===== src/rtl/fnd_pkg.sv =====
// Shared constants and helpers for the multiplexed 7-segment (FND) scan controller.
// Segment vectors are active-high and ordered {g,f,e,d,c,b,a}.
package fnd_pkg;

  localparam logic [6:0] SEG_0     = 7'h3F;
  localparam logic [6:0] SEG_1     = 7'h06;
  localparam logic [6:0] SEG_2     = 7'h5B;
  localparam logic [6:0] SEG_3     = 7'h4F;
  localparam logic [6:0] SEG_4     = 7'h66;
  localparam logic [6:0] SEG_5     = 7'h6D;
  localparam logic [6:0] SEG_6     = 7'h7D;
  localparam logic [6:0] SEG_7     = 7'h07;
  localparam logic [6:0] SEG_8     = 7'h7F;
  localparam logic [6:0] SEG_9     = 7'h6F;
  localparam logic [6:0] SEG_DASH  = 7'h40;
  localparam logic [6:0] SEG_BLANK = 7'h00;

  localparam logic [3:0] CODE_DASH  = 4'hA;
  localparam logic [3:0] CODE_BLANK = 4'hF;

  typedef enum logic {
    PhaseOff = 1'b0,
    PhaseOn  = 1'b1
  } blink_phase_e;

  // Converts an active-high {dp, seg} byte to the board's pin polarity.
  function automatic logic [7:0] apply_polarity(input logic [7:0] val, input logic active_low);
    return active_low ? ~val : val;
  endfunction

endpackage


===== src/rtl/seg7_decode.sv =====
// Combinational 4-bit code to 7-segment decoder.
//   code_i : digit code (0-9 numerals, A dash, B-F blank)
//   seg_o  : active-high segments {g,f,e,d,c,b,a}
module seg7_decode (
  input  logic [3:0] code_i,
  output logic [6:0] seg_o
);
  import fnd_pkg::*;

  always_comb begin
    seg_o = SEG_BLANK;
    case (code_i)
      4'h0:      seg_o = SEG_0;
      4'h1:      seg_o = SEG_1;
      4'h2:      seg_o = SEG_2;
      4'h3:      seg_o = SEG_3;
      4'h4:      seg_o = SEG_4;
      4'h5:      seg_o = SEG_5;
      4'h6:      seg_o = SEG_6;
      4'h7:      seg_o = SEG_7;
      4'h8:      seg_o = SEG_8;
      4'h9:      seg_o = SEG_9;
      CODE_DASH: seg_o = SEG_DASH;
      default:   seg_o = SEG_BLANK;
    endcase
  end

endmodule


===== src/rtl/fnd_scan_ctrl.sv =====
// Parametrised multiplexed 7-segment display scan controller.
//   clk, rst            : clock, asynchronous active-high reset
//   frame_bcd/frame_dp  : packed digit codes and dp requests (digit 0 rightmost)
//   blink_mask/lz_blank : per-digit blink enables, leading-zero blanking enable
//   load / load_ack     : frame update strobe, pulse when the frame goes live
//   frame_start         : pulse when the scan re-enters digit 0
//   an/seg/dp           : registered pin drives, polarity set by ACTIVE_LOW
// Frames are double-buffered: a load lands in a pending buffer and is copied to
// the displayed shadow buffer only on the wrap from the last digit to digit 0.
module fnd_scan_ctrl #(
  parameter int unsigned N_DIGITS     = 4,
  parameter int unsigned SCAN_DIV     = 100000,
  parameter int unsigned BLINK_FRAMES = 60,
  parameter int unsigned ACTIVE_LOW   = 1
) (
  input  logic                    clk,
  input  logic                    rst,
  input  logic [4*N_DIGITS-1:0]   frame_bcd,
  input  logic [N_DIGITS-1:0]     frame_dp,
  input  logic [N_DIGITS-1:0]     blink_mask,
  input  logic                    lz_blank,
  input  logic                    load,
  output logic                    load_ack,
  output logic                    frame_start,
  output logic [N_DIGITS-1:0]     an,
  output logic [6:0]              seg,
  output logic                    dp
);
  import fnd_pkg::*;

  localparam int unsigned SelW   = (N_DIGITS > 1) ? $clog2(N_DIGITS) : 1;
  localparam int unsigned PresW  = (SCAN_DIV > 1) ? $clog2(SCAN_DIV) : 1;
  localparam int unsigned BlinkW = (BLINK_FRAMES > 1) ? $clog2(BLINK_FRAMES) : 1;

  localparam logic                 ActLow    = (ACTIVE_LOW != 0);
  localparam logic [SelW-1:0]      SelLast   = SelW'(N_DIGITS - 1);
  localparam logic [PresW-1:0]     PresLast  = PresW'(SCAN_DIV - 1);
  localparam logic [BlinkW-1:0]    BlinkLast = BlinkW'(BLINK_FRAMES - 1);
  localparam logic [N_DIGITS-1:0]  AnOff     = ActLow ? {N_DIGITS{1'b1}} : {N_DIGITS{1'b0}};
  localparam logic [6:0]           SegOff    = ActLow ? 7'h7F : 7'h00;
  localparam logic                 DpOff     = ActLow;

  // Scan timing state
  logic [PresW-1:0]  presc_q, presc_d;
  logic [SelW-1:0]   sel_q, sel_d;
  logic [BlinkW-1:0] blink_cnt_q, blink_cnt_d;
  blink_phase_e      phase_q, phase_d;

  // Pending (written by load) and shadow (displayed) frame buffers
  logic                  pend_valid_q, pend_valid_d;
  logic [4*N_DIGITS-1:0] pend_bcd_q, pend_bcd_d;
  logic [N_DIGITS-1:0]   pend_dp_q, pend_dp_d;
  logic [N_DIGITS-1:0]   pend_blink_q, pend_blink_d;
  logic                  pend_lz_q, pend_lz_d;
  logic [4*N_DIGITS-1:0] shd_bcd_q, shd_bcd_d;
  logic [N_DIGITS-1:0]   shd_dp_q, shd_dp_d;
  logic [N_DIGITS-1:0]   shd_blink_q, shd_blink_d;
  logic                  shd_lz_q, shd_lz_d;

  // Registered outputs
  logic [N_DIGITS-1:0] an_q, an_d;
  logic [6:0]          seg_q, seg_d;
  logic                dp_q, dp_d;
  logic                load_ack_q, load_ack_d;
  logic                frame_start_q, frame_start_d;

  // Combinational helpers
  logic                tick, wrap;
  logic                lead;
  logic [N_DIGITS-1:0] lz_mask;
  logic [3:0]          cur_code, dec_code;
  logic [6:0]          dec_seg;
  logic                blink_blank, digit_blank, dp_raw;
  logic [N_DIGITS-1:0] an_raw;
  logic [7:0]          segdp_pin;

  always_comb begin
    tick = (presc_q == PresLast);
    wrap = tick && (sel_q == SelLast);
  end

  // Prescaler, digit select and blink phase
  always_comb begin
    presc_d     = tick ? '0 : presc_q + PresW'(1);
    sel_d       = sel_q;
    blink_cnt_d = blink_cnt_q;
    phase_d     = phase_q;
    if (tick) begin
      sel_d = wrap ? '0 : sel_q + SelW'(1);
    end
    if (wrap) begin
      if (blink_cnt_q == BlinkLast) begin
        blink_cnt_d = '0;
        phase_d     = (phase_q == PhaseOn) ? PhaseOff : PhaseOn;
      end else begin
        blink_cnt_d = blink_cnt_q + BlinkW'(1);
      end
    end
  end

  // Load handshake: last load wins; a load coinciding with the wrap bypasses
  // the pending buffer straight into the shadow.
  always_comb begin
    pend_valid_d  = pend_valid_q;
    pend_bcd_d    = pend_bcd_q;
    pend_dp_d     = pend_dp_q;
    pend_blink_d  = pend_blink_q;
    pend_lz_d     = pend_lz_q;
    shd_bcd_d     = shd_bcd_q;
    shd_dp_d      = shd_dp_q;
    shd_blink_d   = shd_blink_q;
    shd_lz_d      = shd_lz_q;
    load_ack_d    = 1'b0;
    frame_start_d = wrap;

    if (load) begin
      pend_valid_d = 1'b1;
      pend_bcd_d   = frame_bcd;
      pend_dp_d    = frame_dp;
      pend_blink_d = blink_mask;
      pend_lz_d    = lz_blank;
    end

    if (wrap) begin
      pend_valid_d = 1'b0;
      if (load) begin
        shd_bcd_d   = frame_bcd;
        shd_dp_d    = frame_dp;
        shd_blink_d = blink_mask;
        shd_lz_d    = lz_blank;
        load_ack_d  = 1'b1;
      end else if (pend_valid_q) begin
        shd_bcd_d   = pend_bcd_q;
        shd_dp_d    = pend_dp_q;
        shd_blink_d = pend_blink_q;
        shd_lz_d    = pend_lz_q;
        load_ack_d  = 1'b1;
      end
    end
  end

  // Leading-zero mask: walk down from the top digit while codes stay zero.
  // Digit 0 is excluded so an all-zero frame still shows a single '0'.
  always_comb begin
    lead    = 1'b1;
    lz_mask = '0;
    for (int i = int'(N_DIGITS) - 1; i >= 1; i--) begin
      lead       = lead && (shd_bcd_q[4*i +: 4] == 4'h0);
      lz_mask[i] = shd_lz_q && lead;
    end
  end

  // Digit content for the currently selected position
  always_comb begin
    cur_code    = shd_bcd_q[sel_q*4 +: 4];
    blink_blank = shd_blink_q[sel_q] && (phase_q == PhaseOff);
    digit_blank = blink_blank || lz_mask[sel_q];
    dec_code    = digit_blank ? CODE_BLANK : cur_code;
    dp_raw      = shd_dp_q[sel_q] && !blink_blank;
  end

  seg7_decode u_seg7_decode (
    .code_i (dec_code),
    .seg_o  (dec_seg)
  );

  // Anodes are dark for the register update that coincides with a select
  // change so the old segment pattern never ghosts onto the next digit.
  always_comb begin
    an_raw    = tick ? '0 : ({{(N_DIGITS - 1){1'b0}}, 1'b1} << sel_q);
    an_d      = an_raw ^ {N_DIGITS{ActLow}};
    segdp_pin = apply_polarity({dp_raw, dec_seg}, ActLow);
    seg_d     = segdp_pin[6:0];
    dp_d      = segdp_pin[7];
  end

  always_ff @(posedge clk or posedge rst) begin
    if (rst) begin
      presc_q       <= '0;
      sel_q         <= '0;
      blink_cnt_q   <= '0;
      phase_q       <= PhaseOn;
      pend_valid_q  <= 1'b0;
      pend_bcd_q    <= '1;
      pend_dp_q     <= '0;
      pend_blink_q  <= '0;
      pend_lz_q     <= 1'b0;
      shd_bcd_q     <= '1;
      shd_dp_q      <= '0;
      shd_blink_q   <= '0;
      shd_lz_q      <= 1'b0;
      an_q          <= AnOff;
      seg_q         <= SegOff;
      dp_q          <= DpOff;
      load_ack_q    <= 1'b0;
      frame_start_q <= 1'b0;
    end else begin
      presc_q       <= presc_d;
      sel_q         <= sel_d;
      blink_cnt_q   <= blink_cnt_d;
      phase_q       <= phase_d;
      pend_valid_q  <= pend_valid_d;
      pend_bcd_q    <= pend_bcd_d;
      pend_dp_q     <= pend_dp_d;
      pend_blink_q  <= pend_blink_d;
      pend_lz_q     <= pend_lz_d;
      shd_bcd_q     <= shd_bcd_d;
      shd_dp_q      <= shd_dp_d;
      shd_blink_q   <= shd_blink_d;
      shd_lz_q      <= shd_lz_d;
      an_q          <= an_d;
      seg_q         <= seg_d;
      dp_q          <= dp_d;
      load_ack_q    <= load_ack_d;
      frame_start_q <= frame_start_d;
    end
  end

  assign an          = an_q;
  assign seg         = seg_q;
  assign dp          = dp_q;
  assign load_ack    = load_ack_q;
  assign frame_start = frame_start_q;

endmodule


===== config.mk =====
export PLATFORM = sky130hd
export DESIGN_NAME = fnd_scan_ctrl
export DESIGN_NICKNAME = d
export VERILOG_FILES = /design/src/rtl/fnd_pkg.sv /design/src/rtl/seg7_decode.sv /design/src/rtl/fnd_scan_ctrl.sv
export SDC_FILE = /design/constraint.sdc
export NUM_CORES = 1
export LEC_CHECK = 0
export CAP_MARGIN = 20
export CELL_PAD_IN_SITES_DETAIL_PLACEMENT = 0
export CELL_PAD_IN_SITES_GLOBAL_PLACEMENT = 2
export CORE_MARGIN = 2
export CORE_UTILIZATION = 36
export CTS_CLUSTER_SIZE = 24
export DETAILED_ROUTE_END_ITERATION = 6
export GPL_TIMING_DRIVEN = 1
export PLACE_DENSITY = 0.73
export SLEW_MARGIN = 10
export SYNTH_ARGS = -nofsm -noshare
export SYNTH_HDL_FRONTEND = slang
export SYNTH_SLANG_ARGS = --single-unit

===== constraint.sdc =====
create_clock -name clk -period 2.94 [get_ports clk]
set_input_delay 0.588 -clock clk [delete_from_list [all_inputs] [get_ports clk]]
set_output_delay 0.588 -clock clk [all_outputs]
set_load 0.1 [all_outputs]

# Word level (Yosys, flattened, before mapping)
# Memories as Yosys holds them, arrays and structs flattened.
# Index checks and enable logic that the tools add are counted.
dict set report totals {
  input_bits 28
  regBits 91
  rom_bits 112
  mem_count 1
}
dict set report classes {
  add_sub_neg 3
  order_cmp 1
  eq_ne 3
  n_reduce_logical 17
  bitwise_logic 3
  mux 25
  shift 2
}
# memory words word_bits rd rd_ports_with_merged_regs wr line_no
set memory_table {}
lappend memory_table {{(name not given)} 16 7 1 0 0 seg7_decode.sv:12} ;# case (code_i)
# operator count
set op_table {}
lappend op_table {{2-to-1 mux 16 bit} 2}
lappend op_table {{2-to-1 mux 4 bit} 6}
lappend op_table {{adder 17 x 1 -> 17 bit, second input constant} 1}
lappend op_table {{== test 17 bit, second input constant} 1}
lappend op_table {{2-to-1 mux 17 bit} 1}
lappend op_table {{indexed part select 16 x 5 -> 4 bit} 1}
lappend op_table {{logical NOT 4 bit} 3}
lappend op_table {{2-to-1 mux 1 bit} 11}
lappend op_table {{logical AND 1 bit} 8}
lappend op_table {{inverter 8 bit} 1}
lappend op_table {{adder 6 x 1 -> 6 bit, second input constant} 1}
lappend op_table {{binary-select mux 1 bit (select 2 bit)} 3}
lappend op_table {{== test 6 bit, second input constant} 1}
lappend op_table {{2-to-1 mux 6 bit} 1}
lappend op_table {{inverter 4 bit} 1}
lappend op_table {{AND reduction 2 bit} 2}
lappend op_table {{nonzero test 2 bit} 2}
lappend op_table {{<< shifter 1 x 2 -> 4 bit, first input constant} 1}
lappend op_table {{< comparator 2 x 3 -> 1 bit, second input constant} 1}
lappend op_table {{adder 2 x 1 -> 2 bit, second input constant} 1}
lappend op_table {{== test 2 bit, second input constant} 1}
lappend op_table {{2-to-1 mux 2 bit} 1}
lappend op_table {{logical NOT 1 bit} 1}
lappend op_table {{logical OR 1 bit} 1}
lappend op_table {{inverter 1 bit} 1}

# Depth between registers and ports, before layout
# An unclocked memory read counts as a cell.
dict set report depth {
  word_depth 10
  depth_mapped 11
  depth_no_buf 10
}

# Modules after synthesis
# Synthesis repeated with hierarchy kept, for this count alone.
dict set report unflattened {
  hier_cells 316
  area_unflattened_um2 4204.0
}
# module seq_area_each_um2 n_inst cells_each area_each_um2
set by_module_without_submodules {}
lappend by_module_without_submodules {fnd_scan_ctrl 2333.5 1 287 3990.1}
lappend by_module_without_submodules {seg7_decode 0.0 1 29 214.0}

# Least setup slack after synthesis
# No wires, ideal clock.
dict set report synth_timing {
  path_kind {reg2reg}
  startpoint {register sel_q[0]}
  endpoint {register seg_q[1] (netlist: seg[1])}
  path_buffers 1
  arrival_time_ps 2394
  setup_ps 94
  path_stages_with_launch 10
  setup_slack_ps 452
  path_cell_list {dfrtp_1 -> clkbuf_1 -> mux4_2 -> nor2b_1 -> a41oi_1 -> nand2b_1 -> ha_1 -> inv_1 -> o22ai_1 -> nand2_1}
}
dict set report synth_between {
  elab_chain_cells 7
}
# item line_no
set synth_lines {}
lappend synth_lines {{from (decl)} fnd_scan_ctrl.sv:45} ;# logic [SelW-1:0] sel_q, sel_d;
lappend synth_lines {{from (signal assigned)} fnd_scan_ctrl.sv:199} ;# sel_q <= sel_d;
lappend synth_lines {{parallel branches: the longest is 4 deep, another holds indexed part select 16 x 5 -> 4 bit} -}
lappend synth_lines {{2-to-1 mux 4 bit *} fnd_scan_ctrl.sv:158} ;# dec_code = digit_blank ? CODE_BLANK : cur_code;
lappend synth_lines {{memory (16 x 7 bit) *} -}
lappend synth_lines {{inverter 8 bit *} fnd_pkg.sv:28} ;# return active_low ? ~val : val;
lappend synth_lines {{named net segdp_pin[1]} fnd_scan_ctrl.sv:75} ;# logic [7:0] segdp_pin;
lappend synth_lines {{to (signal assigned)} fnd_scan_ctrl.sv:193} ;# seg_q <= SegOff;
lappend synth_lines {{to (signal assigned)} fnd_scan_ctrl.sv:212} ;# seg_q <= seg_d;
lappend synth_lines {{to (decl)} fnd_scan_ctrl.sv:62} ;# logic [6:0] seg_q, seg_d;
# Mark *: on every way through the listed nets, which the timed path passes. The select of a mux whose other input is x is not followed.
# A chain may end at the register's enable or synchronous reset.

# Worst setup path in the final report
dict set report layout_timing {
  startpoint {register presc_q[0]}
  endpoint {register shd_dp_q[0]}
}
dict set report layout_between {
  elab_chain_cells 3
}
# item line_no
set layout_lines {}
lappend layout_lines {{from (decl)} fnd_scan_ctrl.sv:44} ;# logic [PresW-1:0] presc_q, presc_d;
lappend layout_lines {{from (signal assigned)} fnd_scan_ctrl.sv:198} ;# presc_q <= presc_d;
lappend layout_lines {{== test 17 bit} fnd_scan_ctrl.sv:78} ;# tick = (presc_q == PresLast);
lappend layout_lines {{logical AND 1 bit} fnd_scan_ctrl.sv:79} ;# wrap = tick && (sel_q == SelLast);
lappend layout_lines {{AND reduction 2 bit (no line)} -}
lappend layout_lines {{to (signal assigned)} fnd_scan_ctrl.sv:208} ;# shd_dp_q <= shd_dp_d;
lappend layout_lines {{to (decl)} fnd_scan_ctrl.sv:56} ;# logic [N_DIGITS-1:0] shd_dp_q, shd_dp_d;
# Every way passes these cells.

==> qor.txt <==
Synth Warn #: 0
Avg Vias per Cell: 4.92
Setup CP Type: register to register
Rel. slew slack: 61.6%
Sw Share: 22.2%
First-pass GRT wire length: 13,600 µm
Total power per unit cell area: 503 nW/µm²
Simple-Gate Fraction of Synth Area: 11.4%
Placer Congestion: 0.758
Fraction of layout cells with a size suffix above 1: 39.5%
Hold Crit Class: register to register
XOR/XNOR Fraction of Synth Area: 3.76%
Synth Area in Adders: 3.29%
Worst EP required: 3160 ps
Top FF cell, synth: dfrtp_1
Main combinational cell family by area after synthesis: multiplexers
Unrepaired setup endpoints after global routing: no
Clk root buf: clkbuf_16
Starting DRT DRC Count: 103
Antenna violations before repair: 0
Final TNS setup: 0 ps
Least-Margin Pin Slew: 575 ps
Net load switching power: 566 µW
Largest net degree at the start of global routing: 38
Top post-synthesis cells by count: dfrtp_1, dfstp_2, mux2_2, nand2_1, nor2_1
Leak: 2.22 nW
Hold path depth: 2
Htree depth: 3
Register-to-Register Path Depth: 7
Data arrival, critical path: 2710 ps
Compound-Gate Fraction of Synth Area: 3.62%
Setup crit start kind: register
Clock power frac: 43.5%
Cell Area, Synth: 4190 µm²
Register area share after synthesis: 55.7%
Multiplexer share of the synthesized area: 19.8%
Syn Area/Cell: 13.2 µm²
Synth top area share: 28.2%
Metal1 wirelength: 3650 µm
Clk Latency, worst-skew pair: 340 ps
Vias: 2,547
Hpwl dp: 5670 µm
GRT Util Overall: 13.7%
Post-CTS Hold Buffers: 0
Count of final hold-check violations: 0
Most frequent cell after synthesis: dfrtp_1
IO Pins: 42
Post-route ant nets: 0
CTS tree: built
Setup Buffers After CTS: 0
Starting Density: 36.8%
Die area: 12,500 µm²
DR WL met3: 218 µm
EDFF count, synth: 0
Sequential power share: 51.5%
Max cap viols: 0
1st-pass router iterations: 4
CTS Buffer Depth: 2
DR WL/cell: 15.3 µm
Max IR drop VDD: 0.000241 V
Fmax: 0.402 GHz
IO buf count: 41
Diodes inserted: 0
Post-Synthesis Cells: 318
Final Hold Slack: 490 ps
Nets@finish: 409
Total CTS buffers: 9
Die X: 112 µm
Final wirelength: 7920 µm
Area leader, netlist: dfstp_2
# clock sinks: 91
Site Rows: 39
Worst Skew: 8.63 ps
Asr flop ratio synth: 100%
Top Layer Used: met4
Area delta synth->final: 20.8%
Period minus WS final: 2490 ps
# DRC: 0
DIE HEIGHT: 112 µm
Slew Viols, Final: 0
Synth cell types: 40
Total gr overflow: 0
Final setup viols: 0
Vias in the first global route: 2,660
Crit end category: register
Core ar.: 11,400 µm²
CTS clk-pin slew, worst paths: 70 ps
Post-CTS sizing: 0
Wire length on met2: 3950 µm
Synth top area cells: dfstp_2, dfrtp_1, mux2_2
Fin crit share: 84.7%
Crit Path Max Fanout: 25
Combinational Power Share: 4.9%
Status: finished clean
Yosys reg bits: 91
Syn Nets: 357
Internal: 1.98 mW
cell families (layout without fill, tap and decap cells):
| group | after synthesis | after routing |
|---|---|---|
| mux | 60 | 60 |
| xor+xnor | 18 | 18 |
| flops | 91 | 91 |
| simple gates | 92 | 92 |
| fa+ha+maj | 11 | 11 |
| buf+inv | 21 | 78 |
| compound gates | 25 | 25 |
registers in the layout, summed over array words and instances, names as in the netlist, 4 cells and up:
name          count
presc_q          17
pend_bcd_q       16
shd_bcd_q        16
seg               7
blink_cnt_q       6
an                4
pend_blink_q      4
pend_dp_q         4
shd_blink_q       4
shd_dp_q          4
worst max-delay path: stages, from the launching register on:
cell and delay (ps):
dfrtp_1 390, ha_1 210, and3_1 220, nand4_1 170
or3_1 490, or2_1 270, buf_4 270, mux2_4 340
metal layers:
metal  up-vias  track usage, %
met2        30            22.5
met5         -               0
met1      1282            17.7
met4         0            5.68
met3         7            2.72
li1       1228               -
through the flow:
| stage | util, % | power (mW) | instance area (µm²) | setup WS (ps) | std cells |
|---|---|---|---|---|---|
| finish | 44.5 | 2.55 | 5060 | 450 | 518 |
| detailed placement | 42.0 | 1.46 | 4770 | 465 | 502 |
| CTS | 44.5 | 2.59 | 5060 | 457 | 518 |
| floorplan | - | 1.40 | 4190 | 62.9 | 318 |
| global route | 44.5 | 2.66 | 5060 | 323 | 518 |
| global placement | 42.0 | 1.46 | 4770 | 509 | 502 |
worst paths after layout:
| kind | start | endpoint | slack (ps) |
|---|---|---|---|
| min reg2reg | pend_valid_q | pend_valid_q | 490 |
| min | pend_valid_q | pend_valid_q | 490 |
| max | presc_q[0] | shd_dp_q[0] | 450 |
| max in group asynchronous | rst | dp | 1650 |
| max reg2reg | presc_q[0] | shd_dp_q[0] | 450 |
| min in group asynchronous | rst | pend_blink_q[0] | 610 |
cell usage in the layout, fill, tap and decap left out, types with 3 or more instances in the layout:
master,n
clkinv_2,3
ha_1,11
clkdlybuf4s50_1,27
xnor2_1,12
buf_4,24
o21ai_0,14
nand2b_1,4
mux2_2,32
nor4_1,3
inv_1,9
clkbuf_16,9
nor2_1,22
nand3_1,9
mux4_2,7
mux2_4,20
o31ai_1,4
nor3_1,4
nand4_1,4
and2_1,3
dfstp_2,45
xor2_1,6
dfrtp_1,46
nor4b_1,3
nand2_1,23
power by group through the flow:
stage	sequential [mW]	combinational, mW	clock, mW
after floorplan	1.33	0.0683	0
after global placement	1.33	0.130	0
after detailed placement	1.33	0.131	0
after CTS	1.31	0.131	1.14
after global routing	1.32	0.141	1.20
final	1.31	0.126	1.11
final cells by class:
class / count / area (µm²)
Sequential cell: 91 / 2330
Multi-Input combinational cell: 206 / 1750
Timing Repair Buffer: 52 / 470
Clock buffer: 10 / 239
Tap cell: 143 / 179
Inverter: 10 / 38.8
Clock inverter: 6 / 47.5
Fill cell: 1056 / 6310
Power figures use the tool's default switching activity.
